$ cat config.mk
export PLATFORM = sky130hd
export DESIGN_NAME = sumador_serie
export DESIGN_NICKNAME = d
export VERILOG_FILES = /design/src/rtl/sumador_serie.sv
export SDC_FILE = /design/constraint.sdc
export NUM_CORES = 1
export LEC_CHECK = 0
export ABC_AREA = 1
export ABC_CLOCK_PERIOD_IN_PS = 1800
export CAP_MARGIN = 0
export CORE_ASPECT_RATIO = 1.1
export CORE_UTILIZATION = 58
export CTS_BUF_LIST = sky130_fd_sc_hd__clkbuf_8
export DETAILED_ROUTE_END_ITERATION = 12
export PLACE_DENSITY = 0.86
export SETUP_SLACK_MARGIN = 0.1
export SLEW_MARGIN = 40
export SYNTH_ARGS = -nofsm -noshare
export SYNTH_HDL_FRONTEND = slang
export SYNTH_SLANG_ARGS = --single-unit
$ cat constraint.sdc
create_clock -name clk -period 1.8 [get_ports clk]
set_input_delay 0.27 -clock clk [delete_from_list [all_inputs] [get_ports clk]]
set_output_delay 0.27 -clock clk [all_outputs]
set_load 0.02 [all_outputs]
$ cat src/rtl/sumador_serie.sv
// rtl/sumador_serie.sv - bit-serial N-bit adder, LSB first, start/busy/done handshake
module sumador_serie #(
  parameter int N = 8
) (
  input  logic         clk,
  input  logic         rst,
  input  logic         start,
  input  logic [N-1:0] a,
  input  logic [N-1:0] b,
  input  logic         cin,
  output logic         busy,
  output logic         done,
  output logic [N-1:0] sum,
  output logic         cout
);

  localparam int            CW   = $clog2(N) + 1;
  localparam logic [CW-1:0] LAST = CW'(N - 1);

  typedef enum logic [1:0] {
    S_IDLE = 2'd0,
    S_RUN  = 2'd1,
    S_DONE = 2'd2
  } state_t;

  state_t        r_state;
  state_t        w_next;

  logic [N-1:0]  r_sa;
  logic [N-1:0]  r_sb;
  logic          r_carry;
  logic [CW-1:0] r_cnt;
  logic [N-1:0]  r_sum;
  logic          r_cout;

  logic          w_s1;
  logic          w_c1;
  logic          w_s2;
  logic          w_c2;
  logic          w_load;
  logic          w_run;
  logic          w_last;
  logic [N-1:0]  w_pr_final;

  // Full-adder step: HA1 on the operand bits, HA2 folds in the stored carry.
  assign w_s1 = r_sa[0] ^ r_sb[0];
  assign w_c1 = r_sa[0] & r_sb[0];
  assign w_s2 = w_s1 ^ r_carry;
  assign w_c2 = w_s1 & r_carry;

  // A start is honoured only when no add is in flight.
  assign w_load = start && ((r_state == S_IDLE) || (r_state == S_DONE));
  assign w_run  = (r_state == S_RUN);
  assign w_last = w_run && (r_cnt == LAST);

  // The partial register keeps the N-1 bits finished before the last step;
  // the last step's s2 is appended directly so the result is ready on the
  // completing edge without an extra shift cycle.
  generate
    if (N == 1) begin : g_pr1
      assign w_pr_final = w_s2;
    end else if (N == 2) begin : g_pr2
      logic r_pr;
      // Single partial bit for the two-bit case.
      always_ff @(posedge clk or posedge rst) begin
        if (rst) begin
          r_pr <= 1'b0;
        end else if (w_run) begin
          r_pr <= w_s2;
        end
      end
      assign w_pr_final = {w_s2, r_pr};
    end else begin : g_prn
      logic [N-2:0] r_pr;
      // New sum bits enter at the MSB and drift toward the LSB.
      always_ff @(posedge clk or posedge rst) begin
        if (rst) begin
          r_pr <= '0;
        end else if (w_run) begin
          r_pr <= {w_s2, r_pr[N-2:1]};
        end
      end
      assign w_pr_final = {w_s2, r_pr};
    end
  endgenerate

  // State register.
  always_ff @(posedge clk or posedge rst) begin
    if (rst) begin
      r_state <= S_IDLE;
    end else begin
      r_state <= w_next;
    end
  end

  // Next-state logic: DONE may chain straight into RUN for back-to-back adds.
  always_comb begin
    w_next = r_state;
    case (r_state)
      S_IDLE:  if (start) w_next = S_RUN;
      S_RUN:   if (w_last) w_next = S_DONE;
      S_DONE:  w_next = start ? S_RUN : S_IDLE;
      default: w_next = S_IDLE;
    endcase
  end

  // Handshake outputs decoded from state.
  always_comb begin
    busy = 1'b0;
    done = 1'b0;
    case (r_state)
      S_RUN:   busy = 1'b1;
      S_DONE:  done = 1'b1;
      default: ;
    endcase
  end

  // Operand shifters, carry flip-flop and bit counter.
  always_ff @(posedge clk or posedge rst) begin
    if (rst) begin
      r_sa    <= '0;
      r_sb    <= '0;
      r_carry <= 1'b0;
      r_cnt   <= '0;
    end else if (w_load) begin
      r_sa    <= a;
      r_sb    <= b;
      r_carry <= cin;
      r_cnt   <= '0;
    end else if (w_run) begin
      r_sa    <= r_sa >> 1;
      r_sb    <= r_sb >> 1;
      r_carry <= w_c1 | w_c2;
      r_cnt   <= r_cnt + 1'b1;
    end
  end

  // Result registers change only on the completing edge, so partial bits never show.
  always_ff @(posedge clk or posedge rst) begin
    if (rst) begin
      r_sum  <= '0;
      r_cout <= 1'b0;
    end else if (w_last) begin
      r_sum  <= w_pr_final;
      r_cout <= w_c1 | w_c2;
    end
  end

  assign sum  = r_sum;
  assign cout = r_cout;

endmodule

==> Yosys cells after proc, flatten, opt, wreduce, memory -nomap -nowiden <==
Index checks and enable logic that the tools add are counted.
W data, S select, Z words.
{ "classes": {"n_bitwise": 5, "reduce_logical": 6, "eq_ne": 5, "mux": 14, "add_sub_neg": 1} }
{ "op_table": {"columns": ["cell", "n"], "rows": [
  ["$mux W8", 4],
  ["$mux W4", 2],
  ["$pmux W2 S3", 1],
  ["$mux W1", 5],
  ["$add A4 B1 Y4 const B", 1],
  ["$eq A4 B3 Y1 const B", 1],
  ["$mux W2", 2],
  ["$and A1 B1 Y1", 2],
  ["$eq A2 B1 Y1 const B", 1],
  ["$eq A2 B2 Y1 const B", 1],
  ["$logic_and A1 B1 Y1", 2],
  ["$logic_not A2 Y1", 1],
  ["$ne A2 B1 Y1 const B", 1],
  ["$ne A2 B2 Y1 const B", 1],
  ["$reduce_and A2 Y1", 1],
  ["$reduce_bool A2 Y1", 1],
  ["$xor A1 B1 Y1", 2],
  ["$logic_or A1 B1 Y1", 1],
  ["$or A1 B1 Y1", 1]
]} }
{ "word_totals": {"wordCells": 39, "ff_bits": 39} }

==> Depth between registers and ports, before layout <==
{ "logic_depth": {"ltp_word": 5, "depth_mapped": 7} }

==> Worst setup path after synthesis <==
Ideal clock, no wire load.
{ "synth_path": {"kind": "flip-flop to flip-flop", "start": "register r_state[0]", "end": "register r_sa[5]", "n_path_buf": 1, "setup_ps": 117, "arrival_ps": 1005, "path_stages_with_launch": 6, "setup_slack_ps": 678, "cell_sequence": "dfrtp_1 -> nor2_2 -> buf_2 -> nand2_1 -> nand3_1 -> nand2_1"} }
{ "synth_via": {"elab_chain_cells": 4} }
{ "synth_lines": {"columns": ["element", "line", "text"], "rows": [
  ["start: declaration", "26", "state_t r_state;"],
  ["start signal: assignment", "92", "r_state <= w_next;"],
  ["$eq A2 B2 Y1 or $logic_not A2 Y1 (tied branches)", "52", "assign w_load = start && ((r_state == S_IDLE) || (r_state == S_DONE));"],
  ["$logic_or A1 B1 Y1", "52", null],
  ["$logic_and A1 B1 Y1", "52", null],
  ["$mux W8 or $reduce_bool A2 Y1 (tied branches)", null, null],
  ["end signal: assignment", "131", "r_sa <= r_sa >> 1;"],
  ["end: declaration", "29", "logic [N-1:0] r_sa;"]
]} }
Several ways; a longest one is shown, not always the timed one.
A chain may end at the register's enable or synchronous reset.

==> Final worst setup path <==
{ "layout_path": {"start": "register r_sum[2], in the netlist sum[2]", "end": "output port sum[2]"} }
{ "layout_rtl": {"columns": ["element", "line", "text"], "rows": [
  ["start: declaration", "33", "logic [N-1:0] r_sum;"],
  ["start signal: assignment", "144", "r_sum <= w_pr_final;"],
  ["end: declaration", "13", "output logic [N-1:0] sum,"]
]} }
No word-level cell between the ends.

==> impl_metrics.ini <==
[cts]
post_cts_buffers = 0
clk_latency_ns = 0.29
cts_root_buf = clkbuf_8
clk_pin_slew_ns = 0.07
numCtsBuffers = 5
clockBufferDepth = 2
tritoncts = built
cts_hold_buf = 0
clock-sinks = 39
postCtsResizedCells = 2
htreeDepth = 2

[setup_path]
critPathTopFamily = buffers and inverters
critPathMaxFanout = 2
critical_path_buf_inv_count = 1
required_ns = 1.53
slowest_stage = clkdlybuf4s50_1
cpPeakStageDelay_ns = 0.60
endpoint_kind = output port
path_class = register to output port
cp-start-kind = register
arrival_ns = 1.24
worstPathCellList = clkdlybuf4s50_1

[global_route]
antenna_found_initial = 0
grt_max_degree = 40
grt.total_usage = 0.230
grt_pass1_wl_um = 5240
first_global_vias = 1313
gr-total-overflow = 0

[worst_hold_path]
hold_path.class = primary input to async pin

[cells_and_area]
finish.utilization = 0.780
diodes = 0
final_common_cell = nand2_1
fill_cells = 199
layout-drive-gt1-share = 0.0865
nets = 288
syn2layout_area_growth_pct = 24.5
final_cell_mix = nand2_1 (122), dfrtp_1 (39), inv_1 (29)
final_cells = 299

[floorplanning]
die_w_um = 54.9
start_util = 0.627
core_area_um2 = 2850
rows = 20
io_pins = 31
die_height_um = 60.2
die_area_um2 = 3310

[pwr]
p_per_area_nw_per_um2 = 1680
p_total_w = 0.00375
power_leakage_nw = 1.23
irDropWorstVdd_mv = 1.24

[timing]
hold_violations = 0
worst_slew_pin_slew_ns = 0.477
hold-worst-slack_ns = 0.403
min_period_ns = 1.51
tns_ns = 0
skew_ns = 0.00390
clock.fmax_mhz = 664
rsz0062_at_grt = no
finalMaxSlewViolations = 0
relSlewSlack = 0.682
setup_viol = 0
fin_crit_sh = 0.837

[routing]
drtAntennaViolNets = 0
totalWireLength_um = 3250
firstDrtPassIters = 4
vias = 1482
drc = 0
avgRoutedWirePerCell_um = 10.9
viasPerCell = 4.96
drt_iter0_drc = 36

[yosys]
syn_area_um2 = 1790
syn_nets = 252
ys_warn_count = 0
ys_ff_latch = 39
yosysTopAreaCell = dfrtp_1
syn_inst = 230
netlist.area_leader.share = 0.546
synth.avg_cell_area_um2 = 7.77
yosys-top-cells-area = dfrtp_1 (55%), nand2_1 (26%), inv_1 (5.9%)
synth_cell_types = 19
yosysSeqAreaShare = 0.546

[placement]
dp.cells = 292
gp_congestion = 0.772
port_buffers = 30
place_hpwl_um = 2170

[job]
cap_violations = 0

[outcome]
status = completed
-- area by class of cell --
cell class | count | area (um2) | area share
clock buffers | 5 | 68.8 | 0.0309
clock inverters | 2 | 33.8 | 0.0152
inverters | 31 | 116 | 0.0523
multi-input cells | 154 | 654 | 0.294
flip-flops and latches | 39 | 976 | 0.438
well taps | 33 | 41.3 | 0.0185
repair buffers | 35 | 335 | 0.151
-- metal layers --
layer,GRT usage,wire length (um),vias to the layer above
met5,0,0,-
met4,0.132,65,0
met3,0.0534,101,9
met2,0.391,1660,36
met1,0.256,1420,689
li1,-,-,748
-- flip-flops by register name, indices dropped and copies added, names as in the netlist --
register	flops
r_sa	8
r_sb	8
sum	8
g_prn.r_pr	7
r_cnt	4
r_state	2
cout	1
r_carry	1
-- stage by stage --
stage / cell area [um2] / worst slack [ns]
detailed placement: 2130 / 0.347
CTS: 2230 / 0.283
finish: 2230 / 0.293
global route: 2230 / 0.229
floorplan: 1790 / 0.641
global placement: 2130 / 0.374
-- synth_stat cells, drive strengths merged --
| master | n |
|---|---|
| o21ai | 6 |
| buf | 6 |
| nor2 | 7 |
| dfrtp | 39 |
| nand4 | 1 |
| fa | 1 |
| nand3 | 10 |
| a21oi | 1 |
| nand2 | 126 |
| ha | 1 |
| or2 | 1 |
| inv | 31 |
-- worst paths after layout --
path	slack, ns	cells past startpoint	start	end
setup / recovery	0.29	1	sum[2]	sum[2]
hold reg to reg	0.47	2	sum[4]	sum[4]
setup reg to reg	0.48	5	r_cnt[0]	cout
min in group clk	0.47	2	sum[4]	sum[4]
max in group asynchronous	1.07	3	rst	r_sa[6]
hold / removal	0.40	3	rst	sum[7]
-- kinds of logic (layout without fill, tap and decap cells) --
family | Yosys count | after routing | share of synthesized area
compound gates | 7 | 7 | 0.0196
fa+ha+maj | 2 | 2 | 0.0182
buf+inv | 37 | 73 | 0.0882
flops | 39 | 39 | 0.546
simple gates | 145 | 145 | 0.328
-- power by group --
part           internal (W)  switching (W)
Clock              0.000400       0.000286
Combinational      0.000629       0.000928
Sequential          0.00127       0.000237
(Power assumes the default switching activity.)
==> RTL change 1: new RTL, config.mk and constraints unchanged <==
Change the parameter `N` from 8 to 16.
--- a/src/rtl/sumador_serie.sv
+++ b/src/rtl/sumador_serie.sv
@@ -1,6 +1,6 @@
 // rtl/sumador_serie.sv - bit-serial N-bit adder, LSB first, start/busy/done handshake
 module sumador_serie #(
-  parameter int N = 8
+  parameter int N = 16
 ) (
   input  logic         clk,
   input  logic         rst,
Interface: changed (resized a, b and sum); port bits go from 31 to 55. The function was not compared with the original's and may differ.
==> RTL change 1 against the original RTL <==
  * Area after synthesis rose by 73%
  * Critical path type unchanged
  * Combinational power rose by 49%
  * Maximum frequency is 8.2% lower
  * Final area grew 78%
  * Sequential cell count is 33 higher
  * Wire length up 89%
  * Sequential power is 75% higher
  * Utilization barely moved
  * Power up 70%
  * Via count rose by 69%
  * Largest power group is now sequential cells
  * Setup slack worse by 0.13 ns
  * Worst hold slack worse by 0.14 ns
==> RTL change 1: results (changes against the original RTL) <==
stage;metric;value;unit;change
finish;clk_share;5.566;%;+0.96 points
finish;areaGrowthSynthToFinish;27.60;%;
logic_synthesis;yosys_register_bits;72;;+85%
routing;wl_met3;305;um;+200%
setup_path;crit_end;busy;;
timing;holdWs;0.2661;ns;-0.1368 ns
global_routing;grt_usage;25.30;%;+2.3 points
finish;fillers;347;;+74%
outcome;status;finished clean;;
global_routing;gr-usage-met2;41.70;%;+2.6 points
clock_network;clock_latency;0.35;ns;+0.06 ns
finish;regArea;1802;sq um;+85%
finish;multi_input_area;1005;sq um;+54%
setup_path;ff2ff_path_depth;7;;+2
clock_network;numCtsBuffers;9;;+4
place;io_buffer_count;54;;+80%
routing;vias_per_cell;5.148;;+3.9%
global_routing;grt_pass1_vias;2450;;+87%
routing;wl_met2;3.132;mm;+88%
finish;clockBufferCount;10;;+5
routing;wl_met1;2.612;mm;+84%
pwr;ir_worst_vdd;0.8943;mV;-28%
setup_path;r2r_slack;0.21;ns;-0.27 ns
finish;multi_input_cells;223;;+45%
place;gp_congestion;0.7905;;+2.4%
place;place_area;3730;sq um;+75%
global_routing;grt_start_max_net_pins;31;;-23%
finish;buffers_excl_clock;64;;+83%
global_routing;grt_use_met3;7.189;%;+1.8 points
finish;n_all_inverters;53;;+71%
pwr;p_sw_share;36.42;%;-2.3 points
finish;drive_gt1_share;8.178;%;-0.47 points
setup_path;critPathMaxStageDelay;0.45;ns;-0.15 ns
finish;final_util;78.07;%;about the same
routing;first_iter_violations;189;;+430%
finish;bufAreaShareNonClock;16.54;%;+1.5 points
clock_network;htreeDepth;3;;+1
setup_path;cp_top_family;flip-flops;;
## RTL change 1: cell count changes after synthesis, sizes merged
cell,delta
o21ai,+41
dfrtp,+33
inv,+22
nand3,+22
buf,+9
a21oi,+3
nand2,+3
clkbuf,+2
ha,+1
nand4,-1
o22ai,+1
or2,-1
## RTL change 1: through the flow
step | total power [mW] | setup WS [ns] | cells
after floorplan | 4.234 | 0.4499 | 365
after global placement | 4.830 | 0.2754 | 470
after CTS | 6.408 | 0.1617 | 486
after global routing | 6.882 | 0.09540 | 486
after detailed placement | 4.968 | 0.2209 | 470
final | 6.377 | 0.1589 | 486
## RTL change 1: cell families (layout without fill, tap and decap cells)
kind of cell / after synthesis / in the layout / share of synthesized area (%)
adders and majority gates: 3 / 3 / 1.453
and+or+nand+nor: 168 / 168 / 22.28
buffers and inverters: 70 / 133 / 9.726
AOI/OAI and AO/OA: 52 / 52 / 8.434
DFF: 72 / 72 / 58.11
==> RTL change 2: new RTL, same settings <==
Made on the original files. Make the reset (`rst`) synchronous in 5 clocked blocks.
--- a/src/rtl/sumador_serie.sv
+++ b/src/rtl/sumador_serie.sv
@@ -62,7 +62,7 @@
     end else if (N == 2) begin : g_pr2
       logic r_pr;
       // Single partial bit for the two-bit case.
-      always_ff @(posedge clk or posedge rst) begin
+      always_ff @(posedge clk) begin
         if (rst) begin
           r_pr <= 1'b0;
         end else if (w_run) begin
@@ -73,7 +73,7 @@
     end else begin : g_prn
       logic [N-2:0] r_pr;
       // New sum bits enter at the MSB and drift toward the LSB.
-      always_ff @(posedge clk or posedge rst) begin
+      always_ff @(posedge clk) begin
         if (rst) begin
           r_pr <= '0;
         end else if (w_run) begin
@@ -85,7 +85,7 @@
   endgenerate
 
   // State register.
-  always_ff @(posedge clk or posedge rst) begin
+  always_ff @(posedge clk) begin
     if (rst) begin
       r_state <= S_IDLE;
     end else begin
@@ -116,7 +116,7 @@
   end
 
   // Operand shifters, carry flip-flop and bit counter.
-  always_ff @(posedge clk or posedge rst) begin
+  always_ff @(posedge clk) begin
     if (rst) begin
       r_sa    <= '0;
       r_sb    <= '0;
@@ -136,7 +136,7 @@
   end
 
   // Result registers change only on the completing edge, so partial bits never show.
-  always_ff @(posedge clk or posedge rst) begin
+  always_ff @(posedge clk) begin
     if (rst) begin
       r_sum  <= '0;
       r_cout <= 1'b0;
Function: differs if rst is asserted again (counterexample within 4 cycles, from zero or initial values and one cycle with rst high); with rst held inactive, the same outputs for 10 cycles.
==> RTL change 2 against the original RTL <==
  * Area after synthesis rose by 0.28%
  * First-iteration DRC count is 36% lower
  * Setup slack worse by 0.011 ns
  * Final area down 2.9%
  * Register-to-register slack lost 0.10 ns
  * Wire length fell by 2.7%
  * Utilization decreased by 2.2 points
  * Sequential cell count unchanged
  * Largest cell class is now multi-input gates
Power is not compared: it rests on default switching activity, and its combinational part moved more than twofold at a synthesized area within 25%.
==> RTL change 2: results (changes against the original RTL) <==
stage;metric;value;unit;change
global_routing;grt_pass1_wl;5.161;mm;-1.5%
logic_synthesis;synthTopCellsByArea;dfxtp_1 44%, nand2_1 9.8%, nand3_1 8.1%, nor2_1 7.1%, inv_1 6.5%;;
routing;finalWirelength;3.165;mm;-2.7%
min_path;hp-class;reg2reg;;
finish;fillers;241;;+21%
finish;fin_nets;294;;+2.1%
finish;clk_share;4.630;%;+0.020 points
place;gp_congestion;0.7580;;-1.9%
finish;multi_input_cells;158;;+2.6%
timing;clock_skew;0.003194;ns;-0.0007032 ns
finish;buffers_excl_clock;33;;-5.7%
logic_synthesis;synth_commonest_cells;47 x nand2_1, 39 x dfxtp_1, 34 x nor2_1;;
outcome;status;finished clean;;
logic_synthesis;synth_fa_ha_area_share;1.814;%;-0.0051 points
setup_path;ff2ff_path_depth;6;;+1
place;place_inst;298;;+2.1%
logic_synthesis;synth-async-reset-ratio;0;%;-100 points
global_routing;grt_usage;22.07;%;-0.93 points
setup_path;r2r_slack;0.38;ns;-0.10 ns
place;place_area;2064;sq um;-2.9%
timing;max_slew_margin;46.93;%;-21 points
finish;clockBufferCount;7;;+2
logic_synthesis;yosysUniqueCellTypes;23;;+4
routing;vias;1488;;+0.40%
setup_path;timing.rr.start;r_state[0];;
finish;layout.cells.non_filler;306;;+2.3%
place;dp_hpwl;2.213;mm;+2.1%
==> RTL change 2: cell count changes after synthesis, sizes merged, moves of 14 or more <==
cell   delta
nand2    -75
dfrtp    -39
nor2     +30
a21oi    +15
dfxtp    +39
nand3    +20
o21ai    +14
==> RTL change 2: routing by layer <==
layer  track usage (%)  share of wire (%)  up-vias
met5                 0                  0        -
met3             7.634                3.8        7
met4             9.643                1.9        0
li1                  -                  -      818
met1             25.20                 47      637
met2             36.66                 47       26
==> RTL change 2: how the worst max path moves through the flow <==
stage                   end      from  depth (start not counted)
floorplan            sum[0]  r_cnt[0]                          6
global placement    r_sb[3]       rst                          6
detailed placement  r_sb[3]       rst                          6
CTS                    cout      cout                          1
global route        r_sb[1]       rst                          6
finish                 cout      cout                          1
==> RTL change 2: power by group <==
part | leakage (nW) | internal, mW | switching (mW)
Combinational | 0.598 | 0.112 | 0.150
Clock | 0.0557 | 0.344 | 0.293
Sequential | 0.320 | 0.916 | 0.0320
Total | 0.973 | 1.37 | 0.475
